`config.mk`:
```
export PLATFORM = sky130hd
export DESIGN_NAME = uart_rx_core
export DESIGN_NICKNAME = d
export VERILOG_FILES = /design/src/rtl/uart_pkg.sv /design/src/rtl/uart_bit_timer.sv /design/src/rtl/uart_rx_core.sv
export SDC_FILE = /design/constraint.sdc
export NUM_CORES = 1
export LEC_CHECK = 0
export ABC_AREA = 1
export CAP_MARGIN = 20
export CELL_PAD_IN_SITES_DETAIL_PLACEMENT = 1
export CELL_PAD_IN_SITES_GLOBAL_PLACEMENT = 2
export CORE_MARGIN = 2
export CORE_UTILIZATION = 37
export DETAILED_ROUTE_END_ITERATION = 10
export PLACE_DENSITY_LB_ADDON = 0.2
export SETUP_SLACK_MARGIN = 0.3
export SLEW_MARGIN = 20
export SYNTH_ARGS = -nofsm -noshare
export SYNTH_HDL_FRONTEND = slang
export SYNTH_SLANG_ARGS = --single-unit
```
`constraint.sdc`:
```
create_clock -name clk -period 3.4 [get_ports clk]
set_input_delay 0.68 -clock clk [delete_from_list [all_inputs] [get_ports clk]]
set_output_delay 0.68 -clock clk [all_outputs]
set_load 0.1 [all_outputs]
```
`src/rtl/uart_pkg.sv`:
```
// Shared UART definitions: configuration encodings, receive FSM states and
// register offsets used by the APB register block.
package uart_pkg;

  localparam logic [1:0] CFG_5_BIT = 2'd0;
  localparam logic [1:0] CFG_6_BIT = 2'd1;
  localparam logic [1:0] CFG_7_BIT = 2'd2;
  localparam logic [1:0] CFG_8_BIT = 2'd3;

  localparam logic STOP_BIT_1 = 1'b0;
  localparam logic STOP_BIT_2 = 1'b1;

  localparam logic PARITY_EVEN = 1'b1;
  localparam logic PARITY_ODD  = 1'b0;

  localparam logic [7:0] REG_RX_OFFSET     = 8'h04;
  localparam logic [7:0] REG_CFG_OFFSET    = 8'h08;
  localparam logic [7:0] REG_STATUS_OFFSET = 8'h10;

  typedef enum logic [2:0] {
    RX_IDLE,
    RX_START,
    RX_DATA,
    RX_PARITY,
    RX_STOP1,
    RX_STOP2,
    RX_WAIT_HIGH
  } rx_state_e;

  typedef struct packed {
    logic [1:0] data_bit;
    logic       stop_bit;
    logic       parity_en;
    logic       parity_type;
  } rx_cfg_t;

  // Number of data bits in a frame for a cfg_data_bit encoding.
  function automatic logic [3:0] data_bits(input logic [1:0] cfg);
    return 4'd5 + {2'b00, cfg};
  endfunction

endpackage

```
`src/rtl/uart_bit_timer.sv`:
```
// Loadable down-counter pacing the receiver: half-bit reload to reach the
// middle of the start bit, full-bit reload between samples, tick at zero.
module uart_bit_timer #(
  parameter int CLKS_PER_BIT = 10416
) (
  input  logic clk,
  input  logic rst_n,
  input  logic load_half,
  input  logic load_full,
  output logic tick
);

  localparam int CW = $clog2(CLKS_PER_BIT);
  localparam logic [CW-1:0] HALF_RELOAD = CW'(CLKS_PER_BIT / 2 - 1);
  localparam logic [CW-1:0] FULL_RELOAD = CW'(CLKS_PER_BIT - 1);

  logic [CW-1:0] count;

  // NOTE: sequential state is written with non-blocking assignments so every
  // flop in the design samples pre-edge values regardless of block order.
  always_ff @(posedge clk or negedge rst_n) begin
    if (!rst_n) begin
      count <= '0;
    end else if (load_half) begin
      count <= HALF_RELOAD;
    end else if (load_full) begin
      count <= FULL_RELOAD;
    end else if (count != '0) begin
      count <= count - CW'(1);
    end
  end

  // Parks at zero between frames; the FSM ignores tick while idle.
  assign tick = (count == '0);

endmodule

```
`src/rtl/uart_rx_core.sv`:
```
// UART receive stage: rx synchroniser, start detect, mid-bit sampling of
// 5-8 data bits, optional parity, 1/2 stop bits, one-entry holding buffer.
module uart_rx_core
  import uart_pkg::*;
#(
  parameter int TRANS_DATA_WIDTH = 8,
  parameter int CLKS_PER_BIT     = 10416,
  parameter int SYNC_STAGES      = 2
) (
  input  logic                        clk,
  input  logic                        rst_n,
  input  logic                        rx,
  input  logic [1:0]                  cfg_data_bit,
  input  logic                        cfg_stop_bit,
  input  logic                        cfg_parity_en,
  input  logic                        cfg_parity_type,
  input  logic                        rx_ack,
  output logic [TRANS_DATA_WIDTH-1:0] rx_data,
  output logic                        rx_valid,
  output logic                        rx_done,
  output logic                        parity_err,
  output logic                        frame_err,
  output logic                        overrun_err,
  output logic                        rx_busy,
  output logic                        rts_n
);

  localparam int IDXW = $clog2(TRANS_DATA_WIDTH);

  rx_state_e                 state, state_n;
  rx_cfg_t                   cfg_q;
  logic [SYNC_STAGES-1:0]    sync_q;
  logic                      rx_s, rx_prev, fall;
  logic [IDXW-1:0]           bit_idx, last_idx;
  logic [TRANS_DATA_WIDTH-1:0] shift_q;
  logic                      p_err_q, f_err_q, exp_par;
  logic                      tick, load_half, load_full;
  logic                      latch_cfg, shift_en, par_chk, stop_chk, finish;

  // NOTE: the synchroniser resets to 1 (idle line) so leaving reset can never
  // look like a falling start edge.
  always_ff @(posedge clk or negedge rst_n) begin
    if (!rst_n) begin
      sync_q  <= '1;
      rx_prev <= 1'b1;
    end else begin
      sync_q  <= {sync_q[SYNC_STAGES-2:0], rx};
      rx_prev <= rx_s;
    end
  end

  assign rx_s     = sync_q[SYNC_STAGES-1];
  assign fall     = rx_prev & ~rx_s;
  assign last_idx = IDXW'(data_bits(cfg_q.data_bit) - 4'd1);
  // Unused MSBs of shift_q are zero, so reducing the full width is exact.
  assign exp_par  = (cfg_q.parity_type == PARITY_EVEN) ? ^shift_q : ~^shift_q;

  uart_bit_timer #(.CLKS_PER_BIT(CLKS_PER_BIT)) u_timer (
    .clk       (clk),
    .rst_n     (rst_n),
    .load_half (load_half),
    .load_full (load_full),
    .tick      (tick)
  );

  always_ff @(posedge clk or negedge rst_n) begin
    if (!rst_n) state <= RX_IDLE;
    else        state <= state_n;
  end

  // NOTE: every signal driven here gets a default first, so no branch can
  // leave one unassigned and infer a latch.
  always_comb begin
    state_n   = state;
    load_half = 1'b0;
    load_full = 1'b0;
    latch_cfg = 1'b0;
    shift_en  = 1'b0;
    par_chk   = 1'b0;
    stop_chk  = 1'b0;
    finish    = 1'b0;
    case (state)
      RX_IDLE: if (fall) begin
        latch_cfg = 1'b1;
        load_half = 1'b1;
        state_n   = RX_START;
      end
      RX_START: if (tick) begin
        if (rx_s) begin
          state_n = RX_IDLE;
        end else begin
          load_full = 1'b1;
          state_n   = RX_DATA;
        end
      end
      RX_DATA: if (tick) begin
        shift_en  = 1'b1;
        load_full = 1'b1;
        if (bit_idx == last_idx) state_n = cfg_q.parity_en ? RX_PARITY : RX_STOP1;
      end
      RX_PARITY: if (tick) begin
        par_chk   = 1'b1;
        load_full = 1'b1;
        state_n   = RX_STOP1;
      end
      RX_STOP1: if (tick) begin
        stop_chk = 1'b1;
        if (cfg_q.stop_bit == STOP_BIT_2) begin
          load_full = 1'b1;
          state_n   = RX_STOP2;
        end else begin
          finish  = 1'b1;
          state_n = rx_s ? RX_IDLE : RX_WAIT_HIGH;
        end
      end
      RX_STOP2: if (tick) begin
        stop_chk = 1'b1;
        finish   = 1'b1;
        state_n  = rx_s ? RX_IDLE : RX_WAIT_HIGH;
      end
      // A held-low line (break) must return high before a new start counts.
      RX_WAIT_HIGH: if (rx_s) state_n = RX_IDLE;
      default: state_n = RX_IDLE;
    endcase
  end

  always_ff @(posedge clk or negedge rst_n) begin
    if (!rst_n) begin
      cfg_q   <= '0;
      bit_idx <= '0;
      shift_q <= '0;
      p_err_q <= 1'b0;
      f_err_q <= 1'b0;
    end else begin
      if (latch_cfg) begin
        cfg_q   <= '{data_bit: cfg_data_bit, stop_bit: cfg_stop_bit,
                     parity_en: cfg_parity_en, parity_type: cfg_parity_type};
        bit_idx <= '0;
        shift_q <= '0;
        p_err_q <= 1'b0;
        f_err_q <= 1'b0;
      end
      if (shift_en) begin
        shift_q[bit_idx] <= rx_s;
        bit_idx          <= bit_idx + IDXW'(1);
      end
      if (par_chk)           p_err_q <= (rx_s != exp_par);
      if (stop_chk && !rx_s) f_err_q <= 1'b1;
    end
  end

  // Holding buffer: an ack and a new frame on the same edge keep it full
  // with the new frame and no overrun.
  always_ff @(posedge clk or negedge rst_n) begin
    if (!rst_n) begin
      rx_data     <= '0;
      rx_valid    <= 1'b0;
      rx_done     <= 1'b0;
      parity_err  <= 1'b0;
      frame_err   <= 1'b0;
      overrun_err <= 1'b0;
    end else begin
      rx_done <= finish;
      if (rx_ack) begin
        rx_valid    <= 1'b0;
        parity_err  <= 1'b0;
        frame_err   <= 1'b0;
        overrun_err <= 1'b0;
      end
      if (finish) begin
        rx_data    <= shift_q;
        parity_err <= p_err_q;
        frame_err  <= f_err_q | ~rx_s;
        rx_valid   <= 1'b1;
        if (rx_valid && !rx_ack) overrun_err <= 1'b1;
      end
    end
  end

  assign rx_busy = (state != RX_IDLE);
  assign rts_n   = rx_valid;

endmodule

```
Yosys cells after proc, flatten, opt, wreduce, memory -nomap -nowiden. Index checks and enable logic that the tools add are counted.

Add/sub/neg operators: 4. $lt $le $gt $ge: 2. Equality and inequality tests: 16. Multiplexer cells: 48. Bitwise operators: 3. Reduce and logical (&&, ||, !) cells: 19.

Operators by type and width (number): $mux 14 (3); $mux 3 (13); $mux 1 (24); $pmux 3 s7 (1); $mux 8 (2); $ne 2x2->1 const B (8); $logic_not 14->1 (1); $reduce_bool 14->1 (1); $sub 14x1->14 const B (1); $eq 3x3->1 const B (3); $bwmux 8 (1); $reduce_and 8->1 (1); $reduce_bool 2->1 (4); $reduce_xnor 8->1 (1); $reduce_xor 8->1 (1); $eq 3x2->1 const B (2); $reduce_bool 3->1 (2); $lt 3x4->1 const B (1); $reduce_or 2->1 (2); $add 3x1->3 const B (1); $add 3x2->3 const A (1); $demux 1 s3 (1); $eq 3x1->1 const B (1); $eq 3x3->1 (1); 12 further kinds (15).

Bits in registers: 51. Input bits: 9. Output and inout port bits: 15. Logic and storage cells: 110.

Depth between registers and ports, before layout. Gate-level depths: netlist (run 1).

Word-level depth: 7. Mapped depth: 11. Mapped depth without buffers: 11.

By module. From an unflattened synthesis (run 1), not the netlist that was laid out.

Cell total of the unflattened synthesis: 348. Area total of the unflattened synthesis: 2711.4 um^2.

By module, submodules not included: uart_rx_core (instances 1, cells each 223, area each 1829.3 um^2, seq. area each 929.6 um^2); uart_bit_timer (instances 1, cells each 125, area each 882.1 um^2, seq. area each 350.3 um^2).

Worst setup path after synthesis (run 1). No wires, ideal clock.

Path kind: reg2out. Start point: reg rx_valid (netlist: rts_n). End point: out rx_valid. Arrival time: 1.370 ns. Data required time: 2.720 ns. Path slack: 1.350 ns. Stages on the path, launching flop included: 2. Buffers on the path: 1. Cells stage by stage: dfrtp_1 > buf_4.

RTL lines: start: declaration (RTL line uart_rx_core.sv:19) `output logic rx_valid,`; start signal: assignment (RTL line uart_rx_core.sv:157) `rx_valid <= 1'b0;`; start signal: assignment (RTL line uart_rx_core.sv:165) `rx_valid <= 1'b0;`; start signal: assignment (RTL line uart_rx_core.sv:174) `rx_valid <= 1'b1;`.

No word-level cell between the ends.

Worst setup path in the final report (run 1).
Start point: reg rx_data[5]. End point: out rx_data[5].

RTL lines: start: declaration (RTL line uart_rx_core.sv:18) `output logic [TRANS_DATA_WIDTH-1:0] rx_data,`; start signal: assignment (RTL line uart_rx_core.sv:171) `rx_data <= shift_q;`.

No word-level cell between the ends.

==> results of run 1 <==
-- power by group through the flow --
stage	clock network (mW)	logic (mW)	registers [mW]
after detailed placement	0	0.645	0.813
after floorplan	0	0.514	0.775
final	0.443	0.638	0.799
after global placement	0	0.630	0.811
after global routing	0.479	0.724	0.813
after CTS	0.461	0.649	0.801
-- through the flow --
| step | setup WS, ns | util, % | power, mW | hold slack [ns] | std cells |
|---|---|---|---|---|---|
| 6_report | 0.910 | 42.9 | 1.88 | 0.325 | 485 |
| 5_1_grt | 0.866 | 42.9 | 2.02 | 0.344 | 485 |
| 4_1_cts | 0.893 | 42.9 | 1.91 | 0.337 | 485 |
| 3_5_place_dp | 1.24 | 41.4 | 1.46 | 0.350 | 477 |
| 3_3_place_gp | 1.25 | 41.4 | 1.44 | 0.346 | 477 |
| 2_1_floorplan | 1.35 | - | 1.29 | 0.345 | 360 |
-- synthesized netlist by cell type, types with 2 or more instances --
cell type,count
a21oi_1,3
a21oi_2,2
buf_2,2
buf_6,4
clkbuf_1,3
dfrtp_1,48
dfstp_2,3
ha_1,2
inv_1,38
inv_2,5
nand2_1,89
nand2_2,14
nand3_1,34
nand3_2,3
nand3_4,2
nand4_1,6
nor2_1,30
nor2_2,4
nor2_4,3
o21ai_0,19
o21ai_1,4
o21ai_2,10
o31ai_1,9
xnor2_1,4
xor2_1,6
-- logic make-up after synthesis --
family / Yosys count / share of synthesized area [%]
fa+ha+maj: 2 / 0.861
flops: 51 / 44.0
compound gates: 52 / 12.0
xor+xnor: 10 / 3.01
buf+inv: 55 / 8.44
simple gates: 190 / 31.6
-- per-layer routing --
| metal | GRT usage (%) | routed length, um | up-vias |
|---|---|---|---|
| li1 | - | - | 1205 |
| met1 | 26.0 | 3760 | 1172 |
| met2 | 27.4 | 2920 | 30 |
| met3 | 3.01 | 168 | 6 |
| met4 | 3.80 | 64 | 0 |
| met5 | 0 | 0 | - |
-- layout by cell type (no fill, tap or decap), types with 2 or more instances in the layout --
| master | n |
|---|---|
| a21oi_1 | 3 |
| a21oi_2 | 2 |
| buf_4 | 11 |
| clkbuf_8 | 6 |
| clkdlybuf4s50_1 | 14 |
| clkinv_2 | 2 |
| dfrtp_1 | 48 |
| dfstp_2 | 3 |
| ha_1 | 2 |
| inv_1 | 38 |
| inv_2 | 5 |
| nand2_1 | 89 |
| nand2_2 | 14 |
| nand3_1 | 34 |
| nand3_2 | 3 |
| nand3_4 | 2 |
| nand4_1 | 6 |
| nor2_1 | 30 |
| nor2_2 | 4 |
| nor2_4 | 3 |
| o21ai_0 | 19 |
| o21ai_1 | 4 |
| o21ai_2 | 10 |
| o31ai_1 | 9 |
| xnor2_1 | 4 |
| xor2_1 | 6 |
-- flip-flops by register name, summed over array words and instances, names as in the netlist --
| signal | cells |
|---|---|
| f_err_q | 1 |
| rx_prev | 1 |
| bit_idx | 3 |
| p_err_q | 1 |
| frame_err | 1 |
| cfg_q | 5 |
| rts_n | 1 |
| parity_err | 1 |
| rx_data | 8 |
| shift_q | 8 |
| u_timer.count | 14 |
| state | 3 |
| rx_done | 1 |
| overrun_err | 1 |
| sync_q | 2 |
-- worst min path at each step --
stage | from | to | slack, ns | depth (start not counted)
2_1_floorplan | sync_q[0] | sync_q[1] | 0.35 | 0
4_1_cts | rst_n | shift_q[5] | 0.34 | 1
5_1_grt | rst_n | shift_q[6] | 0.34 | 1
6_report | rst_n | shift_q[5] | 0.33 | 1
3_3_place_gp | sync_q[0] | sync_q[1] | 0.35 | 0
3_5_place_dp | sync_q[0] | sync_q[1] | 0.35 | 0
-- cell type report --
type	instances	area (um^2)	area share (%)
Inverter	44	166	5.04
Multi-Input combinational cell	254	1380	41.8
Timing Repair Buffer	26	228	6.90
Clock buffer	6	82.6	2.50
Tap cell	102	128	3.87
Clock inverter	2	35.0	1.06
Sequential cell	51	1280	38.8
==> results.sh, run 1 <==
export IMPL_status="completed"
export IMPL_design_area_um2=3300
export IMPL_ys_seq_area_share_pct=44.0
export IMPL_dpl_cell_area_um2=3180
export IMPL_rrSetupSlack_ns=1.36
export IMPL_area_growth_pct=13.6
export IMPL_critical_path_top_delay_family="buffers and inverters"
export IMPL_slowest_stage="clkdlybuf4s50_1"
export IMPL_grt_pass1_vias=2419
export IMPL_hold_path_class="input pin to async pin"
export IMPL_crit_start="rx_data[5]"
export IMPL_tritoncts="built"
export IMPL_clockRootBuffer="clkbuf_8"
export IMPL_power_density_nw_per_um2=570
export IMPL_grt_usage_pct=17.6
export IMPL_finalSetupViolCount=0
export IMPL_power_leakage_nw=1.56
export IMPL_min_period_ns=2.49
export IMPL_grt_pass1_wl_um=12000
export IMPL_synth_top_cell_by_area="dfrtp_1"
export IMPL_end_kind="output port"
export IMPL_critical_path_buf_inv_count=1
export IMPL_slew_headroom_pct=35.7
export IMPL_crit_fanout=2
export IMPL_cts_hold_buf=0
export IMPL_crit_cells=1
export IMPL_htreeDepth=2
export IMPL_p_sw_mw=0.734
export IMPL_finalHoldViolations=0
export IMPL_vias=2413
export IMPL_cpPeakStageDelay_ns=1.14
export IMPL_yosysTopAreaCellShare_pct=41.3
export IMPL_clkTransAtPathRegs_ns=0.10
export IMPL_arrival_ns=1.81
export IMPL_syn_nets=371
export IMPL_ys_flop_type="dfrtp_1"
export IMPL_r2r_cells=7
export IMPL_cts_resized=0
export IMPL_ir_worst_vdd_uv=478
export IMPL_path_class="register to output port"
export IMPL_antenna_found_initial=0
export IMPL_wl_per_cell_um=14.2
export IMPL_ys_async_sr_fraction_pct=100
export IMPL_cts_buffer_depth=2
export IMPL_p_sw_share_pct=39.0
export IMPL_synth_area_leaders="dfrtp_1 (41%), nand2_1 (11%), nand3_1 (5.9%)"
export IMPL_drtIter0Drc=74
export IMPL_pwr_share_seq_pct=42.5
export IMPL_r2r_end="u_timer.count[3]"
export IMPL_pwr_share_clk_pct=23.6
export IMPL_die_h_um=92.6
export IMPL_drc=0
export IMPL_tns_ns=0
export IMPL_synth_edf_count=0
export IMPL_clock_latency_ns=0.31
export IMPL_vias_per_cell=4.98
export IMPL_gp_congestion=0.800
export IMPL_first_pass_iters=4
export IMPL_netlist_instances=360
export IMPL_ys_warn_count=0
export IMPL_min_period_over_period_pct=73.2
export IMPL_start_util_pct=37.8
export IMPL_antennaDiodeCount=0
export IMPL_grt_ovfl_total=0
export IMPL_finalMaxSlewViolations=0
export IMPL_path_cells="clkdlybuf4s50_1"
export IMPL_rsz0062_at_grt="false"
export IMPL_synth_seq_cells=51
export IMPL_drv_cap=0
export IMPL_num_fill_cells=981
export IMPL_combPwrFrac_pct=33.9
export IMPL_grt_max_degree=22
export IMPL_fin_worst_skew_ns=0.0127
export IMPL_numClockSinks=51
export IMPL_cts_buffers=5
export IMPL_required_ns=2.72
export IMPL_final_antenna_net_count=0
export IMPL_dieArea_um2=8580
export IMPL_r2r_start="u_timer.count[0]"
export IMPL_ys_types=38
export IMPL_crit_path_start_kind="register"
export IMPL_row_count=32
export IMPL_wirelength_um=6910
export IMPL_tightestPinTransition_ns=0.961
export IMPL_core_um2=7690
export IMPL_synth_area_um2=2910
export IMPL_fp_dieW_um=92.6
export IMPL_endpoint="rx_data[5]"
export IMPL_postCtsSetupBuffers=0
export IMPL_ioPinCount=24
export IMPL_dpl_hpwl_um=5160
export IMPL_fin_nets=393
export IMPL_fmax_mhz=402
export IMPL_p_int_mw=1.15
export IMPL_avgSynthCellArea_um2=8.07
export IMPL_drive_gt1_share_pct=18.8
export IMPL_port_buffers=23
Note: power is estimated with default switching activity, not from simulation.
==> run 2: changes to the inputs <==
--- a/config.mk
+++ b/config.mk
@@ -10,7 +10,7 @@
 export CELL_PAD_IN_SITES_DETAIL_PLACEMENT = 1
 export CELL_PAD_IN_SITES_GLOBAL_PLACEMENT = 2
 export CORE_MARGIN = 2
-export CORE_UTILIZATION = 37
+export CORE_UTILIZATION = 31
 export DETAILED_ROUTE_END_ITERATION = 10
 export PLACE_DENSITY_LB_ADDON = 0.2
 export SETUP_SLACK_MARGIN = 0.3
==> constraint.sdc (replaced) <==
create_clock -name clk -period 2.2 [get_ports clk]
set_input_delay 0.44 -clock clk [delete_from_list [all_inputs] [get_ports clk]]
set_output_delay 0.44 -clock clk [all_outputs]
set_load 0.1 [all_outputs]
==> run 2 against run 1 <==
Effect of this change:
- global-route usage decreased by 2.0 points
- register-to-register slack worse by 0.93 ns
- wire length rose by 4.7%
- count of clock-buffer cells in the layout shrank 1
- die area up 18%
- non-clock buffer count rose by 7
- worst setup slack worse by 0.48 ns
==> results.sh, run 2 (synthesized netlist as in run 1, its figures left out) <==
export IMPL_antenna_found_initial=0
export IMPL_reg_largest_list="u_timer.count (14), rx_data (8), shift_q (8)"
export IMPL_drtIter0Drc=50
export IMPL_core_um2=9150
export IMPL_start_util_pct=31.8
export IMPL_regMostFlops="u_timer.count"
export IMPL_tns_ns=0
export IMPL_ff_latch_area_um2=1280
export IMPL_largest_reg_flops=14
export IMPL_slew_headroom_pct=71.8
export IMPL_hold_path_class="input pin to async pin"
export IMPL_drv_cap=0
export IMPL_final_common_cell="nand2_1"
export IMPL_htreeDepth=2
export IMPL_design_area_um2=3400
export IMPL_fp_dieW_um=101
export IMPL_crit_path_start_kind="register"
export IMPL_gp_congestion=0.815
export IMPL_multi_input_area_um2=1410
export IMPL_clockRootBuffer="clkbuf_8"
export IMPL_dieArea_um2=10200
export IMPL_dpl_cell_area_um2=3220
export IMPL_grt_ovfl_total=0
export IMPL_min_period_over_period_pct=80.5
export IMPL_grt_max_degree=52
export IMPL_power_density_nw_per_um2=882
export IMPL_cts_buffer_depth=2
export IMPL_setup_slack_ns=0.429
export IMPL_fin_nets=400
export IMPL_min_period_ns=1.77
export IMPL_grt_pass1_wl_um=12600
export IMPL_ir_worst_vdd_uv=747
export IMPL_drive_gt1_share_pct=22.6
export IMPL_wl_per_cell_um=14.4
export IMPL_vias=2422
export IMPL_clock_latency_ns=0.32
export IMPL_ioPinCount=24
export IMPL_cts_buffers=5
export IMPL_path_class="register to register"
export IMPL_area_growth_pct=16.9
export IMPL_numClockSinks=51
export IMPL_finalMaxSlewViolations=0
export IMPL_die_h_um=101
export IMPL_status="completed"
export IMPL_arrival_ns=1.98
export IMPL_tightestPinTransition_ns=0.423
export IMPL_port_buffers=23
export IMPL_first_pass_iters=4
export IMPL_antennaDiodeCount=0
export IMPL_final_antenna_net_count=0
export IMPL_tritoncts="built"
export IMPL_num_fill_cells=1131
export IMPL_wirelength_um=7230
export IMPL_grt_usage_pct=15.6
export IMPL_place_ws_ns=0.195
export IMPL_end_kind="register"
export IMPL_cts_hold_buf=0
export IMPL_finalHoldViolations=0
export IMPL_dpl_hpwl_um=5310
export IMPL_required_ns=2.41
export IMPL_finalPower_mw=3.00
export IMPL_finalSetupViolCount=0
export IMPL_row_count=35
export IMPL_fin_worst_skew_ns=0.0108
export IMPL_fmax_mhz=565
export IMPL_grt_pass1_vias=2482
export IMPL_drc=0
export IMPL_vias_per_cell=4.83
export IMPL_clkTransAtPathRegs_ns=0.11
export IMPL_crit_fanout=20
export IMPL_power_leakage_nw=1.61
export IMPL_rsz0062_at_grt="true"
export IMPL_final_cell_mix="nand2_1 (89), dfrtp_1 (48), inv_1 (38), nand3_1 (34), nor2_1 (30)"
==> run 2: worst max-delay path: stages, from the launching register on <==
cell and delay, ns:
dfrtp_1 0.37, inv_1 0.11, ha_2 0.23, nand3_4 0.11, nor2_8 0.18, nand3_4 0.10
nor2_4 0.22, nand2_8 0.18, nand3_1 0.12, nand2_1 0.05
==> run 2: power by group <==
group / internal (mW) / switching, mW
Combinational: 0.370 / 0.714
Sequential: 1.09 / 0.127
Clock: 0.343 / 0.355
==> run 2: worst paths after layout <==
kind	startpoint	slack, ns	depth (start not counted)	endpoint
max	u_timer.count[0]	0.43	9	frame_err
min	rst_n	0.10	2	rx_data[4]
max reg2reg	u_timer.count[0]	0.43	9	frame_err
min reg2reg	sync_q[0]	0.36	0	sync_q[1]
max in group asynchronous	rst_n	1.80	2	sync_q[1]
min in group clk	sync_q[0]	0.36	0	sync_q[1]
==> run 2: per-layer routing <==
layer  vias to the layer above  GRT usage (%)  wire (um)
li1                       1221              -          -
met2                        37           22.8       3000
met5                         -              0          0
met4                         0           4.43         70
met1                      1159           24.1       3970
met3                         5           1.87        193
==> run 2: area by class of cell <==
class                      instances  share of cell area [%]
clock inverter                     3                    1.36
tap                              111                    4.09
inverter                          44                    4.90
timing repair buffer              33                    8.47
sequential                        51                    37.7
clock buffer                       5                    2.03
multi-input combinational        254                    41.5
==> run 2: repair_timing <==
| item | in CTS | in global routing |
|---|---|---|
| resized for setup | 2 | 3 |
| buffers inserted | 0 | 4 |
| pin swaps | 0 | 1 |
| endpoints found under the hold margin | 0 | 0 |
| setup endpoints to repair | 13 | 14 |
==> run 2: stage by stage <==
stage	hold WS, ns	cells	utilization, %
floorplan	0.144	360	-
global placement	0.346	489	35.2
detailed placement	0.352	489	35.2
CTS	0.110	497	36.6
global route	0.120	501	37.1
finish	0.103	501	37.1
==> run 3: changes to the inputs <==
==> constraint.sdc (replaced) <==
create_clock -name clk -period 1.5 [get_ports clk]
set_input_delay 0.3 -clock clk [delete_from_list [all_inputs] [get_ports clk]]
set_output_delay 0.3 -clock clk [all_outputs]
set_load 0.1 [all_outputs]
==> run 3 against run 2 <==
Effect of this change:
- the run now ends with negative setup slack left
- die area stayed put
- register-to-register slack lost 0.52 ns
- power up 79%
- final area is 34% higher
- hold slack gained 0.26 ns
- worst setup slack lost 0.54 ns
- sequential cell count is the same
- critical path type is now register to output port
- critical endpoint is now rx_busy
- largest cell class unchanged
==> results.sh, run 3 (synthesized netlist as in run 1, its figures left out) <==
export IMPL_critical_path_top_delay_family="flip-flops"
export IMPL_fin_nets=472
export IMPL_min_to="sync_q[1]"
export IMPL_final_antenna_net_count=0
export IMPL_dpl_hpwl_um=5830
export IMPL_path_class="register to output port"
export IMPL_htreeDepth=2
export IMPL_required_ns=1.20
export IMPL_r2r_start="u_timer.count[0]"
export IMPL_ir_worst_vdd_uv=1300
export IMPL_clockRootBuffer="clkbuf_8"
export IMPL_min_period_ns=1.61
export IMPL_final_cell_mix="nand2_1 (64), buf_4 (57), dfrtp_1 (35), inv_1 (34)"
export IMPL_crit_fanout=2
export IMPL_dieArea_um2=10200
export IMPL_r2r_cells=9
export IMPL_grt_pass1_wl_um=14600
export IMPL_slew_headroom_pct=79.1
export IMPL_area_growth_pct=56.3
export IMPL_fmax_mhz=623
export IMPL_fin_worst_skew_ns=0.0130
export IMPL_finalHoldViolations=0
export IMPL_violations="negative setup slack"
export IMPL_wl_per_cell_um=15.5
export IMPL_hold_path_class="register to register"
export IMPL_first_pass_iters=4
export IMPL_die_h_um=101
export IMPL_tightestPinTransition_ns=0.310
export IMPL_tns_ns=-2.27
export IMPL_start_util_pct=31.8
export IMPL_tritoncts="built"
export IMPL_min_period_over_period_pct=107
export IMPL_ff_latch_area_um2=1300
export IMPL_cts_buffer_depth=2
export IMPL_ioPinCount=24
export IMPL_finalSetupViolCount=40
export IMPL_rrSetupSlack_ns=-0.09
export IMPL_min_from="sync_q[0]"
export IMPL_finalMaxSlewViolations=0
export IMPL_power_leakage_nw=2.14
export IMPL_cpPeakStageDelay_ns=0.44
export IMPL_multi_input_area_um2=1680
export IMPL_drtIter0Drc=57
export IMPL_port_buffers=23
export IMPL_finalPower_mw=5.38
export IMPL_clock_latency_ns=0.31
export IMPL_drc=0
export IMPL_row_count=35
export IMPL_arrival_ns=1.31
export IMPL_grt_ovfl_total=0
export IMPL_antenna_found_initial=0
export IMPL_status="finished, violations left"
export IMPL_final_common_cell="nand2_1"
export IMPL_end_kind="output port"
export IMPL_grt_max_degree=52
export IMPL_clkTransAtPathRegs_ns=0.10
export IMPL_critical_path_buf_inv_count=3
export IMPL_cts_buffers=5
export IMPL_reg_largest_list="u_timer.count (14), rx_data (8), shift_q (8)"
export IMPL_fin_util_pct=49.6
export IMPL_slowest_stage="dfrtp_2"
export IMPL_power_density_nw_per_um2=1180
export IMPL_numClockSinks=51
export IMPL_r2r_end="shift_q[3]"
export IMPL_drv_cap=0
export IMPL_vias_per_cell=4.83
export IMPL_path_cells="nor3_4 > buf_6 > inv_4 > buf_12"
export IMPL_regMostFlops="u_timer.count"
export IMPL_gp_congestion=0.804
export IMPL_drive_gt1_share_pct=48.7
export IMPL_fp_dieW_um=101
export IMPL_grt_usage_pct=18.5
export IMPL_grt_pass1_vias=2862
export IMPL_rsz0062_at_grt="true"
export IMPL_largest_reg_flops=14
export IMPL_wirelength_um=8910
export IMPL_hold_path_depth=0
export IMPL_vias=2765
export IMPL_core_um2=9150
export IMPL_num_fill_cells=1037
export IMPL_setup_slack_ns=-0.106
export IMPL_antennaDiodeCount=0
export IMPL_crit_path_start_kind="register"
-- run 3: metrics by stage --
step / setup slack (ns) / hold WS, ns / cells / cell area, um^2
finish: -0.106 / 0.364 / 573 / 4540
global route: -0.166 / 0.368 / 573 / 4540
CTS: -0.0915 / 0.367 / 564 / 4270
detailed placement: -0.0847 / 0.325 / 524 / 3750
global placement: -0.0444 / 0.321 / 524 / 3750
floorplan: 0.00687 / 0.00441 / 360 / 2990
-- run 3: how the worst max path moves through the flow --
stage / start / to / slack [ns] / cells past startpoint
after global placement: u_timer.count[1] / overrun_err / -0.04 / 9
final: state[2] / rx_busy / -0.11 / 4
after floorplan: u_timer.count[1] / parity_err / 0.007 / 10
after global routing: u_timer.count[0] / bit_idx[2] / -0.17 / 8
after CTS: state[1] / rx_busy / -0.09 / 4
after detailed placement: u_timer.count[1] / state[2] / -0.08 / 10
-- run 3: per-layer routing --
layer / vias up / track usage, % / part of all wire [%]
met4: 0 / 4.32 / 1.1
met5: - / 0 / 0
met2: 38 / 30.5 / 49
li1: 1358 / - / -
met1: 1360 / 25.7 / 47
met3: 9 / 2.84 / 2.7
-- run 3: what timing repair did --
action	CTS	global route
hold buffers	1	0
resized for setup	57	48
endpoints found under the setup margin	63	63
hold endpoints to repair	48	0
pin swaps	16	13
buffers inserted	26	8
cloned	5	1
-- run 3: report_power, final --
part	total, mW	switching [mW]	internal, mW
clock network	0.806	0.476	0.329
registers	1.80	0.195	1.60
logic	2.77	1.51	1.27
-- run 3: area by class of cell --
class                   instances  area share, %
flip-flops and latches         51           28.5
well taps                     111           3.06
clock buffers                   7           1.68
clock inverters                 1          0.110
repair buffers                100           24.2
repair inverters                5           1.07
inverters                      44           4.30
multi-input cells             254           37.1
